## config.mk

```make
export PLATFORM = sky130hd
export DESIGN_NAME = demo_uart_tx
export DESIGN_NICKNAME = d
export VERILOG_FILES = /design/src/rtl/demo_uart_pkg.sv /design/src/rtl/demo_sync_fifo.sv /design/src/rtl/demo_uart_tx.sv
export SDC_FILE = /design/constraint.sdc
export NUM_CORES = 1
export LEC_CHECK = 0
export ABC_CLOCK_PERIOD_IN_PS = 2700
export CELL_PAD_IN_SITES_DETAIL_PLACEMENT = 0
export CELL_PAD_IN_SITES_GLOBAL_PLACEMENT = 2
export CORE_MARGIN = 2
export CORE_UTILIZATION = 42
export DETAILED_ROUTE_END_ITERATION = 16
export PLACE_DENSITY = 0.88
export SLEW_MARGIN = 40
export SYNTH_ARGS = -nofsm -noshare
export SYNTH_HDL_FRONTEND = slang
export SYNTH_SLANG_ARGS = --single-unit
```

## constraint.sdc

```tcl
create_clock -name clk_inner -period 2.7 [get_ports clk_inner]
set_input_delay 0.54 -clock clk_inner [delete_from_list [all_inputs] [get_ports clk_inner]]
set_output_delay 0.54 -clock clk_inner [all_outputs]
set_load 0.1 [all_outputs]
```

## src/rtl/demo_uart_pkg.sv

```systemverilog
// Shared types and constants for the demo UART transmitter.
package demo_uart_pkg;

  typedef enum logic [1:0] {
    StIdle  = 2'd0,
    StStart = 2'd1,
    StData  = 2'd2,
    StStop  = 2'd3
  } uart_state_e;

  localparam int unsigned DATA_BITS = 8;
  localparam int unsigned STOP_BITS = 1;

  function automatic int unsigned clks_per_bit(input int unsigned clk_hz,
                                               input int unsigned baud);
    return clk_hz / baud;
  endfunction

endpackage

```

## src/rtl/demo_sync_fifo.sv

```systemverilog
// Single-clock FIFO with first-word-fall-through read data.
module demo_sync_fifo #(
  parameter int unsigned WIDTH = 8,
  parameter int unsigned DEPTH = 4
) (
  input  logic             clk_inner,
  input  logic             reset,
  input  logic             push,
  input  logic             pop,
  input  logic [WIDTH-1:0] wdata,
  output logic [WIDTH-1:0] rdata,
  output logic             full,
  output logic             empty
);
  localparam int unsigned AW = $clog2(DEPTH);

  if (DEPTH < 2 || (DEPTH & (DEPTH - 1)) != 0) begin : gen_depth_check
    $error("DEPTH must be a power of two and at least 2");
  end

  logic [WIDTH-1:0] mem_q [DEPTH];
  // One extra pointer bit distinguishes full from empty.
  logic [AW:0]      wptr_q, rptr_q;
  logic             do_push, do_pop;

  assign do_push = push && !full;
  assign do_pop  = pop && !empty;

  assign empty = (wptr_q == rptr_q);
  assign full  = (wptr_q[AW] != rptr_q[AW]) && (wptr_q[AW-1:0] == rptr_q[AW-1:0]);
  assign rdata = mem_q[rptr_q[AW-1:0]];

  always_ff @(posedge clk_inner or posedge reset) begin
    if (reset) begin
      wptr_q <= '0;
      rptr_q <= '0;
    end else begin
      if (do_push) wptr_q <= wptr_q + {{AW{1'b0}}, 1'b1};
      if (do_pop)  rptr_q <= rptr_q + {{AW{1'b0}}, 1'b1};
    end
  end

  always_ff @(posedge clk_inner) begin
    if (do_push) mem_q[wptr_q[AW-1:0]] <= wdata;
  end

endmodule

```

## src/rtl/demo_uart_tx.sv

```systemverilog
// UART 8N1 transmitter fed from a small FIFO, gated by the clock-wizard lock.
module demo_uart_tx
  import demo_uart_pkg::*;
#(
  parameter int unsigned CLK_HZ     = 100_000_000,
  parameter int unsigned BAUD       = 115_200,
  parameter int unsigned FIFO_DEPTH = 4
) (
  input  logic       clk_inner,
  input  logic       reset,
  input  logic       locked,
  input  logic       in_valid,
  input  logic [7:0] in_data,
  output logic       in_ready,
  output logic       txd,
  output logic       busy
);
  localparam int unsigned CLKS_PER_BIT = clks_per_bit(CLK_HZ, BAUD);
  localparam int unsigned CNT_W        = $clog2(CLKS_PER_BIT);

  if (CLKS_PER_BIT < 2) begin : gen_baud_check
    $error("CLKS_PER_BIT must be at least 2");
  end

  localparam logic [CNT_W-1:0] LAST_CNT  = CNT_W'(CLKS_PER_BIT - 1);
  localparam logic [2:0]       LAST_DATA = 3'(DATA_BITS - 1);
  localparam logic [2:0]       LAST_STOP = 3'(STOP_BITS - 1);

  uart_state_e      state_q;
  logic [CNT_W-1:0] baud_cnt_q;
  logic [2:0]       bit_idx_q;
  logic [7:0]       shift_q;
  logic             txd_q;

  logic       fifo_full, fifo_empty;
  logic [7:0] fifo_rdata;
  logic       push, pop, bit_done, frame_end;

  assign in_ready  = locked && !fifo_full;
  assign push      = in_valid && in_ready;
  assign bit_done  = (baud_cnt_q == LAST_CNT);
  assign frame_end = (state_q == StStop) && bit_done && (bit_idx_q == LAST_STOP);
  // A new frame starts from idle or straight out of the last stop bit.
  assign pop       = !fifo_empty && locked && ((state_q == StIdle) || frame_end);

  assign txd  = txd_q;
  assign busy = (state_q != StIdle) || !fifo_empty;

  demo_sync_fifo #(
    .WIDTH(8),
    .DEPTH(FIFO_DEPTH)
  ) u_fifo (
    .clk_inner(clk_inner),
    .reset    (reset),
    .push     (push),
    .pop      (pop),
    .wdata    (in_data),
    .rdata    (fifo_rdata),
    .full     (fifo_full),
    .empty    (fifo_empty)
  );

  always_ff @(posedge clk_inner or posedge reset) begin
    if (reset) begin
      state_q    <= StIdle;
      baud_cnt_q <= '0;
      bit_idx_q  <= '0;
      shift_q    <= '0;
      txd_q      <= 1'b1;
    end else begin
      unique case (state_q)
        StIdle: begin
          if (pop) begin
            state_q    <= StStart;
            shift_q    <= fifo_rdata;
            txd_q      <= 1'b0;
            baud_cnt_q <= '0;
            bit_idx_q  <= '0;
          end
        end
        StStart: begin
          if (bit_done) begin
            state_q    <= StData;
            baud_cnt_q <= '0;
            txd_q      <= shift_q[0];
            shift_q    <= shift_q >> 1;
          end else begin
            baud_cnt_q <= baud_cnt_q + CNT_W'(1);
          end
        end
        StData: begin
          if (bit_done) begin
            baud_cnt_q <= '0;
            if (bit_idx_q == LAST_DATA) begin
              state_q   <= StStop;
              bit_idx_q <= '0;
              txd_q     <= 1'b1;
            end else begin
              bit_idx_q <= bit_idx_q + 3'd1;
              txd_q     <= shift_q[0];
              shift_q   <= shift_q >> 1;
            end
          end else begin
            baud_cnt_q <= baud_cnt_q + CNT_W'(1);
          end
        end
        StStop: begin
          if (bit_done) begin
            baud_cnt_q <= '0;
            if (bit_idx_q == LAST_STOP) begin
              bit_idx_q <= '0;
              if (pop) begin
                state_q <= StStart;
                shift_q <= fifo_rdata;
                txd_q   <= 1'b0;
              end else begin
                state_q <= StIdle;
              end
            end else begin
              bit_idx_q <= bit_idx_q + 3'd1;
            end
          end else begin
            baud_cnt_q <= baud_cnt_q + CNT_W'(1);
          end
        end
        default: state_q <= StIdle;
      endcase
    end
  end

endmodule

```

Word level (Yosys, flattened, before mapping)
Memories as Yosys holds them, arrays and structs flattened.
Cells that the tools add are included.
{"block": "word_totals", "reg_bits": 30, "ram_bits": 32, "input_bits": 12, "output_inout_bits": 3, "memories": 1}
{"block": "classes", "n_addsub": 4, "eq_ne": 15, "mux": 33, "n_reduce_logical": 22}
{"memory": "u_fifo.mem_q", "depth": 4, "word_bits": 8, "read_ports": 1, "rd_ports_with_merged_regs": 0, "wr": 1, "line_no": "demo_sync_fifo.sv:21", "rtl": "logic [WIDTH-1:0] mem_q [DEPTH];"}
{"operator": "$mux W8", "n": 6}
{"operator": "$pmux W8 S4", "n": 1}
{"operator": "$mux W10", "n": 2}
{"operator": "$pmux W10 S2", "n": 1}
{"operator": "$mux W3", "n": 5}
{"operator": "$mux W2", "n": 6}
{"operator": "$add A10 B1 Y10 const B", "n": 1}
{"operator": "$eq A10 B10 Y1 const B", "n": 1}
{"operator": "$ne A2 B2 Y1 const B", "n": 5}
{"operator": "$add A3 B1 Y3 const B", "n": 3}
{"operator": "$logic_and A1 B1 Y1", "n": 9}
{"operator": "$mux W1", "n": 9}
{"operator": "$pmux W3 S3", "n": 1}
{"operator": "$pmux W2 S4", "n": 1}
{"operator": "$reduce_and A4 Y1", "n": 2}
{"operator": "$reduce_and A6 Y1", "n": 1}
{"operator": "$reduce_and A5 Y1", "n": 1}
{"operator": "$eq A2 B2 Y1 const B", "n": 2}
{"operator": "$ne A2 B1 Y1 const B", "n": 2}
{"operator": "$pmux W1 S4", "n": 1}
{"operator": "$eq A3 B3 Y1", "n": 1}
{"operator": "$eq A3 B3 Y1 const B", "n": 1}
{"operator": "$logic_not A3 Y1", "n": 1}
{"operator": "$reduce_bool A3 Y1", "n": 1}
{"operator": "other kinds (8)", "n": 10}

Depth between registers and ports, before layout
{"block": "logic_depth", "ltp_word": 9, "mapped_depth": 9, "ltp_nobuf": 7}

Cells and area by module
A second synthesis with hierarchy kept.
{"block": "hier_totals", "cells_unflattened": 257, "hier_area_um2": 3239.4}
{"mod": "demo_sync_fifo", "n_inst": 1, "cells_each": 91, "area_per_inst_um2": 1679.1, "seq_area_each_um2": 1111.1}
{"mod": "demo_uart_tx", "n_inst": 1, "cells_each": 166, "area_per_inst_um2": 1560.2, "seq_area_each_um2": 601.8}

Worst setup path after synthesis
OpenSTA, ideal clock, no wires.
{"block": "synth_path", "kind": "register -> output", "startpoint": "register state_q[0]", "endpoint": "output busy", "arrival_ns": 1.857, "required_time_ns": 2.160, "slack_ns": 0.303, "stages_incl_launch_ff": 5, "cell_sequence": "dfrtp_1 > inv_1 > ha_1 > clkbuf_1 > nand4_1"}
{"block": "synth_between", "elab_chain_len": 2}
{"item": "start: declaration", "line_no": "demo_uart_tx.sv:29", "rtl": "uart_state_e state_q;"}
{"item": "start signal: assignment", "line_no": "demo_uart_tx.sv:65", "rtl": "state_q <= StIdle;"}
{"item": "start signal: assignment", "line_no": "demo_uart_tx.sv:74", "rtl": "state_q <= StStart;"}
{"item": "start signal: assignment", "line_no": "demo_uart_tx.sv:83", "rtl": "state_q <= StData;"}
{"item": "$reduce_bool A2 Y1", "line_no": "demo_uart_tx.sv:47", "rtl": "assign busy = (state_q != StIdle) || !fifo_empty;"}
{"item": "$logic_or A1 B1 Y1", "line_no": "demo_uart_tx.sv:47"}
{"item": "end: declaration", "line_no": "demo_uart_tx.sv:16", "rtl": "output logic busy"}
Every way passes these cells.

Worst setup path after layout
{"block": "layout_path", "startpoint": "register u_fifo.rptr_q[1]", "endpoint": "output in_ready"}
{"block": "layout_between", "elab_chain_len": 4}
{"item": "start: declaration", "line_no": "demo_sync_fifo.sv:23", "rtl": "logic [AW:0] wptr_q, rptr_q;"}
{"item": "start signal: assignment", "line_no": "demo_sync_fifo.sv:39", "rtl": "if (do_pop) rptr_q <= rptr_q + {{AW{1'b0}}, 1'b1};"}
{"item": "$eq A2 B2 Y1", "line_no": "demo_sync_fifo.sv:30", "rtl": "assign full = (wptr_q[AW] != rptr_q[AW]) && (wptr_q[AW-1:0] == rptr_q[AW-1:0]);"}
{"item": "$logic_and A1 B1 Y1", "line_no": "demo_sync_fifo.sv:30"}
{"item": "$logic_not A1 Y1", "line_no": "demo_uart_tx.sv:39", "rtl": "assign in_ready = locked && !fifo_full;"}
{"item": "$logic_and A1 B1 Y1", "line_no": "demo_uart_tx.sv:39"}
{"item": "end: declaration", "line_no": "demo_uart_tx.sv:14", "rtl": "output logic in_ready,"}
Every way passes these cells.

==> results <==
[path summary, 6_finish.rpt]
check                           cells after the start             to              from
worst min register to register                      1  baud_cnt_q[9]     baud_cnt_q[9]
worst min-delay path                                1  baud_cnt_q[9]     baud_cnt_q[9]
worst max-delay path                                4       in_ready  u_fifo.rptr_q[1]
min in group asynchronous                           3   bit_idx_q[2]             reset
max in group asynchronous                           3            txd             reset
worst max register to register                      7     shift_q[1]        state_q[0]
[kinds of logic (layout without fill, tap and decap cells)]
family	after synthesis	after routing	synth area share, %
xor gates and xnor gates	8	8	2.281
buffers and inverters	21	47	3.544
DFF	62	62	55.76
and+or+nand+nor	67	67	12.26
muxes	13	13	7.576
adders and majority gates	14	14	5.703
AOI/OAI and AO/OA	60	60	12.87
[sequential cells by signal, indices dropped and copies added, names as in the netlist]
signal         cells
u_fifo.mem_q      32
u_fifo.wptr_q      3
bit_idx_q          3
baud_cnt_q        10
txd                1
u_fifo.rptr_q      3
shift_q            8
state_q            2
[worst max-delay path, stage by stage, from the launching register on]
cell     delay, ns
dfrtp_1       0.56
xnor2_1       0.37
nand2_1       0.09
o21a_1        0.26
buf_12        0.19
[power groups by stage]
stage | combinational, uW | sequential, uW | clock, uW
after floorplan | 188 | 1120 | 0
after global placement | 267 | 1140 | 0
after global routing | 301 | 1130 | 817
after CTS | 270 | 1120 | 771
after detailed placement | 269 | 1140 | 0
final | 263 | 1120 | 751
[metrics by stage]
stage	worst slack [ns]	hold WS, ns	utilization, %	instances	area [um^2]
CTS	0.3373	0.4911	48.86	370	3506
global placement	0.5499	0.4634	46.31	354	3323
global route	0.2244	0.5070	48.86	370	3506
finish	0.3516	0.4889	48.86	370	3506
floorplan	0.3029	0.4451	-	245	3072
detailed placement	0.5027	0.4742	46.31	354	3323
[layer usage]
layer | track usage, % | vias up | share of wire, %
li1 | - | 968 | -
met1 | 21.70 | 970 | 50
met2 | 24.11 | 27 | 46
met3 | 4.986 | 7 | 2.3
met4 | 4.885 | 0 | 1.6
met5 | 0 | - | 0
[cell usage in the layout, fill, tap and decap left out, drive strengths merged, types with 3 or more instances in the layout]
cell            n
ha             14
nor2b           4
mux2i           3
o211ai          5
o22ai           5
o31ai           6
a21oi           4
nand2          20
nand2b          3
dfrtp          29
nand3           9
o21ai          23
a31oi           8
edfxtp         32
clkbuf          9
mux4            8
xnor2           6
nor2           10
clkinv          4
buf             7
inv            15
clkdlybuf4s50  11
and3            7
nor4            3
[area by class of cell]
class                   count  area [um^2]
clock inverters             7        58.81
flip-flops and latches     62         1713
well taps                  99        123.9
multi-input cells         162         1250
repair buffers             18        187.7
fillers                   651         3670
clock buffers               9        123.9
inverters                  13        48.80
==> results.json <==
{
  "outcome": "complete, no violations",
  "globalplace.congestion": 0.7609,
  "clk_pin_slew_worst_paths_ns": 0.07,
  "wirelength_mm": 5.624,
  "finClkSkew_ns": 0.01241,
  "p_leak_uw": 0.001323,
  "clockPowerShare_pct": 35.3,
  "pwr-share-seq_pct": 52.4,
  "cp_max_fo": 11,
  "cts_hold_buf": 0,
  "grt.total_usage_pct": 15.80,
  "maxCapViolCount": 0,
  "cts.htree.levels": 3,
  "numCtsBuffers": 9,
  "overflow": 0,
  "grt_max_degree": 31,
  "yosys_warnings": 0,
  "portBuffers": 14,
  "vdd_drop_max_mv": 0.3733,
  "synth_top_cell_by_area": "edfxtp_1",
  "antenna_found_initial": 0,
  "p_per_area_mw_per_mm2": 607.8,
  "swShare_pct": 28.53,
  "slew_headroom_pct": 56.21,
  "diodes": 0,
  "async_flop_share_pct": 48.39,
  "criticalPathCategory": "flip-flop to output pin",
  "start_kind": "flip-flop",
  "rsz0062_at_grt": "false",
  "synth_seq_cells": 62,
  "start_util_pct": 42.81,
  "ios": 15,
  "syn_nets": 271,
  "grt_pass1_vias": 1919,
  "drtPass1Iterations": 4,
  "power.total_uw": 2131,
  "p_comb_share_pct": 12.4,
  "final_antenna_net_count": 0,
  "die_area_mm2": 0.008014,
  "synth_top_area_share_pct": 31.28,
  "synth_edf_count": 32,
  "cp.arrival_ns": 1.81,
  "synth_top_flop_cell": "edfxtp_1",
  "synth_area_mm2": 0.003072,
  "core_area_mm2": 0.007176,
  "setup_tns_ns": 0,
  "yosys-top-cells-count": "32 x edfxtp_1, 29 x dfrtp_1, 23 x o21ai_0, 20 x nand2_1, 14 x ha_1",
  "yosysMostFrequentCell": "edfxtp_1",
  "clk_latency_ns": 0.34,
  "vias_per_cell": 5.330,
  "cts_sinks": 62,
  "drtIter0Drc": 64,
  "period_share_pct": 86.98,
  "synth_cell_types": 47,
  "min_period_ns": 2.348,
  "max_freq_mhz": 425.8,
  "synth.area.top_cells": "edfxtp_1 31%, dfrtp_1 24%, mux4_2 5.9%",
  "yosysSeqAreaShare_pct": 55.76,
  "finalMaxSlewViolations": 0,
  "cts_buffer_depth": 2,
  "hp-class": "flip-flop to flip-flop",
  "hpwl_mm": 3.945,
  "cts_resized": 0,
  "num_vias": 1972,
  "wl_per_cell_um": 15.20,
  "fp.dieH_um": 89.52,
  "drive_above_1_share_pct": 15.13,
  "grt_pass1_wl_mm": 9.384,
  "area_growth_pct": 14.13,
  "cts_tree": "yes",
  "root_buffer": "clkbuf_8",
  "intPower_uw": 1523,
  "crit_path_end_kind": "output pin",
  "required_ns": 2.16,
  "fin_nets": 292,
  "rrSetupSlack_ns": 0.50,
  "hold_violations": 0,
  "die_x_um": 89.52,
  "drc": 0,
  "syn-mean-instance-area_um2": 12.54,
  "row_count": 31,
  "cts_setup_buffers": 0,
  "setup_viol": 0,
  "postSynthCellCount": 245,
  "p_switching_uw": 607.9,
  "worst_pin_slew_ns": 0.6538
}
(Power assumes the default switching activity.)
